--- config.mk ---
export PLATFORM = sky130hd
export DESIGN_NAME = mem_port_arbiter_flat
export DESIGN_NICKNAME = d
export VERILOG_FILES = /design/src/rtl/mem_port_arbiter_pkg.sv /design/src/rtl/mem_port_arbiter_if.sv /design/src/rtl/mem_port_arbiter_starve_counter.sv /design/src/rtl/mem_port_arbiter.sv /design/src/flat_wrapper.sv
export SDC_FILE = /design/constraint.sdc
export NUM_CORES = 1
export LEC_CHECK = 0
export ABC_CLOCK_PERIOD_IN_PS = 2400
export CAP_MARGIN = 20
export CORE_AREA = 2 2 118 120
export CTS_BUF_LIST = sky130_fd_sc_hd__clkbuf_4
export CTS_CLUSTER_SIZE = 16
export DETAILED_ROUTE_END_ITERATION = 7
export DIE_AREA = 0 0 120 122
export PLACE_DENSITY = 0.72
export SLEW_MARGIN = 30
export SYNTH_ARGS = -nofsm -noshare
export SYNTH_HDL_FRONTEND = slang
export SYNTH_HIERARCHICAL = 1
export SYNTH_SLANG_ARGS = --single-unit
--- constraint.sdc ---
create_clock -name clk -period 2.4 [get_ports clk]
set_input_delay 0.36 -clock clk [delete_from_list [all_inputs] [get_ports clk]]
set_output_delay 0.36 -clock clk [all_outputs]
set_load 0.005 [all_outputs]
--- src/rtl/mem_port_arbiter_pkg.sv ---
// Shared types and widths for the unified memory port arbiter.
package mem_arb_pkg;

  localparam int unsigned ADDR_W = 32;
  localparam int unsigned DATA_W = 32;

  typedef enum logic {
    ARB_BOOT = 1'b0,
    ARB_RUN  = 1'b1
  } arb_state_e;

  typedef enum logic {
    OWN_CPU = 1'b0,
    OWN_DMA = 1'b1
  } owner_e;

endpackage

--- src/rtl/mem_port_arbiter_if.sv ---
// Requester and memory-side signals of the arbiter; slave = arbiter, master = CPU/DMA/memory environment.
interface mem_port_arbiter_if;
  import mem_arb_pkg::*;

  logic              cpu_req;
  logic              cpu_we;
  logic [ADDR_W-1:0] cpu_addr;
  logic [DATA_W-1:0] cpu_wdata;
  logic              cpu_gnt;
  logic              cpu_rvalid;
  logic [DATA_W-1:0] cpu_rdata;
  logic              cpu_hold;

  logic              dma_req;
  logic              dma_we;
  logic [ADDR_W-1:0] dma_addr;
  logic [DATA_W-1:0] dma_wdata;
  logic              dma_done;
  logic              dma_gnt;
  logic              dma_rvalid;
  logic [DATA_W-1:0] dma_rdata;

  logic [ADDR_W-1:0] mem_addr;
  logic [DATA_W-1:0] mem_wr_data;
  logic              mem_wr_ena;
  logic              mem_rd_ena;
  logic [DATA_W-1:0] mem_rd_data;

  modport slave (
    input  cpu_req, cpu_we, cpu_addr, cpu_wdata,
    output cpu_gnt, cpu_rvalid, cpu_rdata, cpu_hold,
    input  dma_req, dma_we, dma_addr, dma_wdata, dma_done,
    output dma_gnt, dma_rvalid, dma_rdata,
    output mem_addr, mem_wr_data, mem_wr_ena, mem_rd_ena,
    input  mem_rd_data
  );

  modport master (
    output cpu_req, cpu_we, cpu_addr, cpu_wdata,
    input  cpu_gnt, cpu_rvalid, cpu_rdata, cpu_hold,
    output dma_req, dma_we, dma_addr, dma_wdata, dma_done,
    input  dma_gnt, dma_rvalid, dma_rdata,
    input  mem_addr, mem_wr_data, mem_wr_ena, mem_rd_ena,
    output mem_rd_data
  );

endinterface

--- src/rtl/mem_port_arbiter_starve_counter.sv ---
// Saturating count of consecutive denied DMA cycles; limit_hit hands DMA the next contended cycle.
module arb_starve_counter #(
  parameter int unsigned STARVE_LIMIT = 8
) (
  input  logic clk,
  input  logic rstb,
  input  logic clr,
  input  logic inc,
  output logic limit_hit
);

  localparam logic [7:0] LIMIT = 8'(STARVE_LIMIT);

  logic [7:0] cnt_q, cnt_d;

  always_comb begin
    cnt_d = cnt_q;
    if (clr)
      cnt_d = '0;
    else if (inc && (cnt_q != LIMIT))
      cnt_d = cnt_q + 8'd1;
  end

  always_ff @(posedge clk or negedge rstb) begin
    if (!rstb) cnt_q <= '0;
    else       cnt_q <= cnt_d;
  end

  assign limit_hit = (cnt_q == LIMIT);

endmodule

--- src/rtl/mem_port_arbiter.sv ---
// Unified memory port arbiter: BOOT phase grants only the loader, RUN phase is CPU-priority with DMA anti-starvation.
module mem_port_arbiter
  import mem_arb_pkg::*;
#(
  parameter int unsigned STARVE_LIMIT = 8,
  parameter bit          BOOT_EN      = 1'b1
) (
  input  logic               clk,
  input  logic               rstb,
  mem_port_arbiter_if.slave  bus
);

  localparam arb_state_e RST_STATE = BOOT_EN ? ARB_BOOT : ARB_RUN;

  arb_state_e        state_q, state_d;
  owner_e            owner_q, owner_d;
  logic              cpu_hold_q, cpu_hold_d;
  logic              rd_pend_q, rd_pend_d;
  logic [DATA_W-1:0] cpu_rdata_q, cpu_rdata_d;
  logic [DATA_W-1:0] dma_rdata_q, dma_rdata_d;

  logic cpu_gnt, dma_gnt;
  logic limit_hit;
  logic cpu_ret, dma_ret;

  arb_starve_counter #(
    .STARVE_LIMIT (STARVE_LIMIT)
  ) u_starve (
    .clk       (clk),
    .rstb      (rstb),
    .clr       (dma_gnt || !bus.dma_req),
    .inc       ((state_q == ARB_RUN) && bus.dma_req && !dma_gnt),
    .limit_hit (limit_hit)
  );

  // Grants are gated by rstb so nothing reaches memory while reset is held.
  always_comb begin
    cpu_gnt = 1'b0;
    dma_gnt = 1'b0;
    if (rstb) begin
      if (state_q == ARB_BOOT) begin
        dma_gnt = bus.dma_req;
      end else if (bus.cpu_req && bus.dma_req) begin
        dma_gnt = limit_hit;
        cpu_gnt = !limit_hit;
      end else begin
        cpu_gnt = bus.cpu_req;
        dma_gnt = bus.dma_req;
      end
    end
  end

  always_comb begin
    bus.mem_addr    = '0;
    bus.mem_wr_data = '0;
    bus.mem_wr_ena  = 1'b0;
    bus.mem_rd_ena  = 1'b0;
    if (cpu_gnt) begin
      bus.mem_addr    = bus.cpu_addr;
      bus.mem_wr_data = bus.cpu_wdata;
      bus.mem_wr_ena  = bus.cpu_we;
      bus.mem_rd_ena  = !bus.cpu_we;
    end else if (dma_gnt) begin
      bus.mem_addr    = bus.dma_addr;
      bus.mem_wr_data = bus.dma_wdata;
      bus.mem_wr_ena  = bus.dma_we;
      bus.mem_rd_ena  = !bus.dma_we;
    end
  end

  assign cpu_ret = rd_pend_q && (owner_q == OWN_CPU);
  assign dma_ret = rd_pend_q && (owner_q == OWN_DMA);

  always_comb begin
    state_d = state_q;
    if ((state_q == ARB_BOOT) && bus.dma_done)
      state_d = ARB_RUN;
    cpu_hold_d = (state_d == ARB_BOOT);

    rd_pend_d = bus.mem_rd_ena;
    owner_d   = owner_q;
    if (bus.mem_rd_ena)
      owner_d = dma_gnt ? OWN_DMA : OWN_CPU;

    cpu_rdata_d = cpu_rdata_q;
    dma_rdata_d = dma_rdata_q;
    if (cpu_ret) cpu_rdata_d = bus.mem_rd_data;
    if (dma_ret) dma_rdata_d = bus.mem_rd_data;
  end

  always_ff @(posedge clk or negedge rstb) begin
    if (!rstb) begin
      state_q     <= RST_STATE;
      cpu_hold_q  <= BOOT_EN;
      owner_q     <= OWN_CPU;
      rd_pend_q   <= 1'b0;
      cpu_rdata_q <= '0;
      dma_rdata_q <= '0;
    end else begin
      state_q     <= state_d;
      cpu_hold_q  <= cpu_hold_d;
      owner_q     <= owner_d;
      rd_pend_q   <= rd_pend_d;
      cpu_rdata_q <= cpu_rdata_d;
      dma_rdata_q <= dma_rdata_d;
    end
  end

  // Memory data arrives in the return cycle, so rdata passes it straight through then holds it.
  assign bus.cpu_gnt    = cpu_gnt;
  assign bus.dma_gnt    = dma_gnt;
  assign bus.cpu_hold   = cpu_hold_q;
  assign bus.cpu_rvalid = cpu_ret;
  assign bus.dma_rvalid = dma_ret;
  assign bus.cpu_rdata  = cpu_ret ? bus.mem_rd_data : cpu_rdata_q;
  assign bus.dma_rdata  = dma_ret ? bus.mem_rd_data : dma_rdata_q;

endmodule

--- src/flat_wrapper.sv ---
// flat-port wrapper written by rule: the top's interface ports become plain ports
module mem_port_arbiter_flat import mem_arb_pkg::*;
#(
  parameter int unsigned STARVE_LIMIT = 8,
  parameter bit          BOOT_EN      = 1'b1
)
  (clk, rstb, bus_cpu_req, bus_cpu_we, bus_cpu_addr, bus_cpu_wdata, bus_cpu_gnt, bus_cpu_rvalid, bus_cpu_rdata, bus_cpu_hold, bus_dma_req, bus_dma_we, bus_dma_addr, bus_dma_wdata, bus_dma_done, bus_dma_gnt, bus_dma_rvalid, bus_dma_rdata, bus_mem_addr, bus_mem_wr_data, bus_mem_wr_ena, bus_mem_rd_ena, bus_mem_rd_data);
  mem_port_arbiter_if bus_i ();
  input  logic clk;
  input  logic rstb;
  input wire logic [$bits(bus_i.cpu_req)-1:0] bus_cpu_req;
  input wire logic [$bits(bus_i.cpu_we)-1:0] bus_cpu_we;
  input wire logic [$bits(bus_i.cpu_addr)-1:0] bus_cpu_addr;
  input wire logic [$bits(bus_i.cpu_wdata)-1:0] bus_cpu_wdata;
  output wire logic [$bits(bus_i.cpu_gnt)-1:0] bus_cpu_gnt;
  output wire logic [$bits(bus_i.cpu_rvalid)-1:0] bus_cpu_rvalid;
  output wire logic [$bits(bus_i.cpu_rdata)-1:0] bus_cpu_rdata;
  output wire logic [$bits(bus_i.cpu_hold)-1:0] bus_cpu_hold;
  input wire logic [$bits(bus_i.dma_req)-1:0] bus_dma_req;
  input wire logic [$bits(bus_i.dma_we)-1:0] bus_dma_we;
  input wire logic [$bits(bus_i.dma_addr)-1:0] bus_dma_addr;
  input wire logic [$bits(bus_i.dma_wdata)-1:0] bus_dma_wdata;
  input wire logic [$bits(bus_i.dma_done)-1:0] bus_dma_done;
  output wire logic [$bits(bus_i.dma_gnt)-1:0] bus_dma_gnt;
  output wire logic [$bits(bus_i.dma_rvalid)-1:0] bus_dma_rvalid;
  output wire logic [$bits(bus_i.dma_rdata)-1:0] bus_dma_rdata;
  output wire logic [$bits(bus_i.mem_addr)-1:0] bus_mem_addr;
  output wire logic [$bits(bus_i.mem_wr_data)-1:0] bus_mem_wr_data;
  output wire logic [$bits(bus_i.mem_wr_ena)-1:0] bus_mem_wr_ena;
  output wire logic [$bits(bus_i.mem_rd_ena)-1:0] bus_mem_rd_ena;
  input wire logic [$bits(bus_i.mem_rd_data)-1:0] bus_mem_rd_data;
  assign bus_i.cpu_req = bus_cpu_req;
  assign bus_i.cpu_we = bus_cpu_we;
  assign bus_i.cpu_addr = bus_cpu_addr;
  assign bus_i.cpu_wdata = bus_cpu_wdata;
  assign bus_cpu_gnt = bus_i.cpu_gnt;
  assign bus_cpu_rvalid = bus_i.cpu_rvalid;
  assign bus_cpu_rdata = bus_i.cpu_rdata;
  assign bus_cpu_hold = bus_i.cpu_hold;
  assign bus_i.dma_req = bus_dma_req;
  assign bus_i.dma_we = bus_dma_we;
  assign bus_i.dma_addr = bus_dma_addr;
  assign bus_i.dma_wdata = bus_dma_wdata;
  assign bus_i.dma_done = bus_dma_done;
  assign bus_dma_gnt = bus_i.dma_gnt;
  assign bus_dma_rvalid = bus_i.dma_rvalid;
  assign bus_dma_rdata = bus_i.dma_rdata;
  assign bus_mem_addr = bus_i.mem_addr;
  assign bus_mem_wr_data = bus_i.mem_wr_data;
  assign bus_mem_wr_ena = bus_i.mem_wr_ena;
  assign bus_mem_rd_ena = bus_i.mem_rd_ena;
  assign bus_i.mem_rd_data = bus_mem_rd_data;
  mem_port_arbiter #(.STARVE_LIMIT(STARVE_LIMIT), .BOOT_EN(BOOT_EN)) u_core (.clk(clk), .rstb(rstb), .bus(bus_i));
endmodule
# Word-level counts from Yosys, hierarchy flattened
# Cells that the tools add are included.
dict set report op_classes {
  n_div 0
  n_mul 0
  reduce_logical 14
  n_shift 0
  bitwise_logic 3
  add_sub_neg 1
  mux 20
  eq_ne 2
  n_lt_le_gt_ge 0
}
# operator n
set op_table {}
lappend op_table {{$mux 32} 6}
lappend op_table {{$mux 8} 2}
lappend op_table {{$mux 1} 12}
lappend op_table {{$add 8x1->8 const B} 1}
lappend op_table {{$eq 8x4->1 const B} 1}
lappend op_table {{$ne 8x4->1 const B} 1}
lappend op_table {{$logic_and 1x1->1} 7}
lappend op_table {{$logic_not 1->1} 5}
lappend op_table {{$not 1->1} 3}
lappend op_table {{$reduce_bool 2->1} 1}
lappend op_table {{$logic_or 1x1->1} 1}
dict set report word_totals {
  mem_bits_rw 0
  register_bits 76
  memories 0
  latchBits 0
  mem_bits_ro 0
  output_inout_bits 135
}

# Longest topological paths before layout
dict set report depth {
  depth_word 9
  depth_mapped 9
  ltp_nobuf 9
}

# Hierarchy
# Netlist, hierarchy kept.
# module seq_area_each_um2 cells_per_inst instances area_per_inst_um2
set by_module_without_submodules {}
lappend by_module_without_submodules {mem_port_arbiter 1702.9 236 1 3250.6}
lappend by_module_without_submodules {arb_starve_counter 200.2 48 1 459.2}

# Worst setup path before layout
# Ideal clock, no wire load.
dict set report synth_path {
  kind {register -> register}
  startpoint {reg u_core.u_starve.cnt_q[0]}
  endpoint {reg u_core.u_starve.cnt_q[7]}
  arrival_time_ps 2172
  path_stages_with_launch 10
  path_buffers 0
  path_slack_ps 150
  required_time_ps 2323
  period_less_slack_ps 2250
  cell_sequence {dfrtp_1 > inv_1 > ha_1 > nor4b_2 > and3_1 > o21ai_0 > and3_1 > nand4_2 > or4_1 > a21oi_1}
}
dict set report synth_via {
  elab_chain_len 8
}
# element line
set synth_lines {}
lappend synth_lines {{start, declared} mem_port_arbiter_starve_counter.sv:14} ;# logic [7:0] cnt_q, cnt_d;
lappend synth_lines {{start signal, assigned} mem_port_arbiter_starve_counter.sv:26} ;# else cnt_q <= cnt_d;
lappend synth_lines {{$eq 8x4->1 (*)} mem_port_arbiter_starve_counter.sv:29} ;# assign limit_hit = (cnt_q == LIMIT);
lappend synth_lines {{net u_core.limit_hit} mem_port_arbiter.sv:23} ;# logic limit_hit;
lappend synth_lines {{$mux 1 (*)} mem_port_arbiter.sv:43} ;# end else if (bus.cpu_req && bus.dma_req) begin
lappend synth_lines {{$mux 1 (*)} mem_port_arbiter.sv:41} ;# if (state_q == ARB_BOOT) begin
lappend synth_lines {{$mux 1 (*)} mem_port_arbiter.sv:40} ;# if (rstb) begin
lappend synth_lines {{$logic_not 1->1} mem_port_arbiter.sv:32} ;# .inc ((state_q == ARB_RUN) && bus.dma_req && !dma_gnt),
lappend synth_lines {{$logic_and 1x1->1} mem_port_arbiter.sv:32}
lappend synth_lines {{$logic_and 1x1->1} mem_port_arbiter_starve_counter.sv:20} ;# else if (inc && (cnt_q != LIMIT))
lappend synth_lines {{$reduce_bool 2->1 (no source line)} n/a}
# The timed path passes the listed nets; every way through them passes the cells marked *. The select of a mux whose other input is x is not followed.
# A chain may end at the register's enable or synchronous reset.

# Worst setup path in the final report
dict set report layout_path {
  startpoint {reg u_core.u_starve.cnt_q[0]}
  endpoint {out bus_mem_addr[21]}
}
dict set report layout_via {
  elab_chain_len 6
}
# element line
set layout_lines {}
lappend layout_lines {{$eq 8x4->1 (*)} mem_port_arbiter_starve_counter.sv:29}
lappend layout_lines {{net u_core.limit_hit} mem_port_arbiter.sv:23}
lappend layout_lines {{$mux 1 or $logic_not 1->1 (tied branches)} {mem_port_arbiter.sv:43, mem_port_arbiter.sv:45}}
lappend layout_lines {{$mux 1, on equally long branches} {mem_port_arbiter.sv:41, mem_port_arbiter.sv:43}}
lappend layout_lines {{$mux 1, on equally long branches} {mem_port_arbiter.sv:40, mem_port_arbiter.sv:41}}
lappend layout_lines {{$mux 32 or $mux 1 (tied branches)} {mem_port_arbiter.sv:63, mem_port_arbiter.sv:40}}
lappend layout_lines {{$mux 32 (*)} mem_port_arbiter.sv:58} ;# if (cpu_gnt) begin
lappend layout_lines {{end, declared} flat_wrapper.sv:27} ;# output wire logic [$bits(bus_i.mem_addr)-1:0] bus_mem_addr;
# The timed path passes the listed nets; every way through them passes the cells marked *.

==> impl_metrics.tcl <==
set metrics [dict create \
    synth-simple-area-share_pct 4.45 \
    synth_xor_area_share_pct 0.472 \
    path_class "reg -> out" \
    wl_per_cell_um 20.7 \
    die_w_um 120 \
    worst_ep_arrival_time_ps 2400 \
    dp.final_hpwl_um 12300 \
    p_comb_share_pct 42.4 \
    p_leak_nw 3.78 \
    cts_buffers 9 \
    clkTransAtPathRegs_ps 120 \
    grt_max_degree 45 \
    power_frac_seq_pct 38.6 \
    ys_ff_latch 76 \
    cts_tree "built" \
    yosys_most_used_dff "dfrtp_1" \
    tightest_slew_ps 542 \
    synth_top_family_by_area "multiplexers" \
    synth_top_area_share_pct 50.6 \
    fmax_mhz 363 \
    setup_viol 66 \
    dr.pass1.iters 4 \
    violations "setup timing" \
    max_slew_margin_pct 63.9 \
    start_kind "flip-flop" \
    initial_core_util_pct 27.5 \
    grt.total_usage_pct 19.8 \
    drc 0 \
    slowest_delay_ps 410 \
    wl_um 16800 \
    synth-edff-count 0 \
    die_area_mm2 0.0146 \
    drtIter0Drc 182 \
    p_switching_w 0.00120 \
    dp_slack_ps -255 \
    num_rows 43 \
    clk_latency_ps 420 \
    rsz0062_at_grt "true" \
    synth_cell_type_count 35 \
    status "complete, but fails checks" \
    cp_cell_sequence "inv_2, ha_4, nor4b_4, and3_4, and2_4, nor2_4, buf_6, clkbuf_16, a22o_1, buf_2" \
    avgSynthCellArea_um2 13.1 \
    finish.utilization_pct 55.7 \
    synthArstFlopShare_pct 100 \
    finalCriticalPeriod_ps 2760 \
    antenna_found_initial 1 \
    swShare_pct 26.6 \
    path_max_fanout 6 \
    routabilityCongestion 0.910 \
    synth_common_cells "dfrtp_1, a22o_1, mux2_2, buf_2, buf_6" \
    synth_compound_area_share_pct 17.9 \
    clkPwrFrac_pct 19.0 \
    power_w 0.00451 \
    layout-drive-gt1-share_pct 34.7 \
    max-vdd-ir-drop_v 0.000225 \
    synthMuxAreaShare_pct 20.0 \
    cts-root-buf "clkbuf_4" \
    hold_viol 0 \
    slowest_stage "dfrtp_1" \
    grt_pass1_vias 3930 \
    clock-sinks 76 \
    endpoint_kind "primary output" \
    synth_warnings 6 \
    cts_max_level 3 \
    synthTopCellsByArea "dfrtp_1, mux2_2, a22o_1" \
    internal_power_w 0.00331 \
    yosysMostFrequentCell "dfrtp_1" \
    nFillCells 1149 \
    nets 795 \
    grt-ovfl-total 0 \
    drv_cap 0 \
    hp-class "in -> async" \
    crit_required_ps 2040 \
    io_pins 302 \
    coreArea_mm2 0.0135 \
    yosysSeqAreaShare_pct 51.3 \
    powerDensity_mw_per_mm2 600 \
    clockBufferDepth 2 \
    hold_ws_ps 66.9 \
    die_h_um 122 \
    grt_pass1_wl_um 21900 \
    setup_ws_ps -359 \
    vias 3887 \
    syn2layout_area_growth_pct 103 \
    setup_tns_ps -16730 \
    portBuffers 301 \
    synth_nets 453 \
    ant_nets 0 \
    vias_per_cell 4.79 \
    fin_skew_ps 7.02 \
    synth_area_mm2 0.00371 \
    drv_slew 0 \
    synthCells 284 \
    fin_crit_sh_pct 115 \
    synthAdderAreaFrac_pct 0.675 \
    yosys.area.top_type "dfrtp_1" \
]
## final timing paths
kind / start / end / slack, ps / depth (start not counted)
setup / recovery: u_core/u_starve/cnt_q[0] / bus_mem_addr[21] / -360 / 10
hold / removal: rstb / u_core/cpu_rdata_q[17] / 70 / 2
setup reg to reg: u_core/u_starve/cnt_q[0] / u_core/u_starve/cnt_q[7] / 90 / 9
hold reg to reg: u_core/dma_rdata_q[17] / u_core/dma_rdata_q[17] / 500 / 1
max in group asynchronous: rstb / u_core/owner_q / 1530 / 3
min in group clk: rstb / u_core/rd_pend_q / 400 / 4
## timing repair
item / CTS / global route
pin swaps: 15 / 16
cloned: 1 / 12
buffers inserted: 0 / 19
setup endpoints to repair: 132 / 133
endpoints found under the hold margin: 32 / 0
gates resized for setup: 149 / 172
hold buffers: 1 / 0
## registers in the layout (all words and copies together), names as in the netlist
signal and count:
u_core/state_q 1, u_core/rd_pend_q 1, u_core/cpu_rdata_q 32, u_core/owner_q 1
u_core/u_starve/cnt_q 8, u_core/bus.cpu_hold 1, u_core/dma_rdata_q 32
## cells by family after synthesis
family	count (synthesis)
AO/OA/AOI/OAI	79
flip-flops	76
multiplexers	66
buffers and inverters	30
AND/OR/NAND/NOR	29
XOR/XNOR	2
adder cells (fa/ha/maj)	2
## per-stage QoR
| step | area, um2 | cells |
|---|---|---|
| 2_1_floorplan | 3710 | 284 |
| 3_3_place_gp | 6970 | 762 |
| 3_5_place_dp | 6970 | 762 |
| 4_1_cts | 7120 | 780 |
| 5_1_grt | 7520 | 812 |
| 6_report | 7520 | 812 |
## final cells by class
type                    instances  area, um2  share of cell area, %
diodes                          1       2.50                 0.0333
multi-input cells             178       1690                   22.4
well taps                     180        225                   2.99
clock buffers                   9       67.6                  0.898
clock inverters                 7       91.3                   1.21
repair buffers                353       3510                   46.7
flip-flops and latches         76       1900                   25.3
inverters                       8       35.0                  0.466
## critical path, delay by kind of cell (launching register included)
kind | cells | cell delay [ps]
and+or+nand+nor | 4 | 700
buffers and inverters | 4 | 510
DFF | 1 | 410
AOI/OAI and AO/OA | 1 | 220
adders and majority gates | 1 | 120
## routing by layer
| layer | vias to the layer above | share of wire [%] | GRT usage [%] |
|---|---|---|---|
| met3 | 48 | 8.2 | 7.16 |
| met5 | - | 0 | 0 |
| met4 | 0 | 4.4 | 11.7 |
| met1 | 1858 | 35 | 19.6 |
| li1 | 1753 | - | - |
| met2 | 228 | 52 | 35.5 |
## power by group through the flow
stage / Clock (W) / Combinational [W] / Sequential, W
after floorplan: 0 / 0.000658 / 0.00173
after global placement: 0 / 0.00196 / 0.00175
after CTS: 0.000895 / 0.00198 / 0.00174
after detailed placement: 0 / 0.00199 / 0.00177
final: 0.000857 / 0.00191 / 0.00174
after global routing: 0.000952 / 0.00204 / 0.00178
## placed cells by master (no fill, tap or decap), drive strengths merged, types with 3 or more instances in the layout
cell type and instances:
clkdlybuf4s50 173, dlymetal6s2s 57, nor2 6, clkbuf 50, nand4 3, nand2 7, buf 80, a22o 65
o21ai 4, inv 7, clkinv 5, dfrtp 75, mux2 65, a21oi 4
No activity file was read; power rests on OpenSTA's default activity.
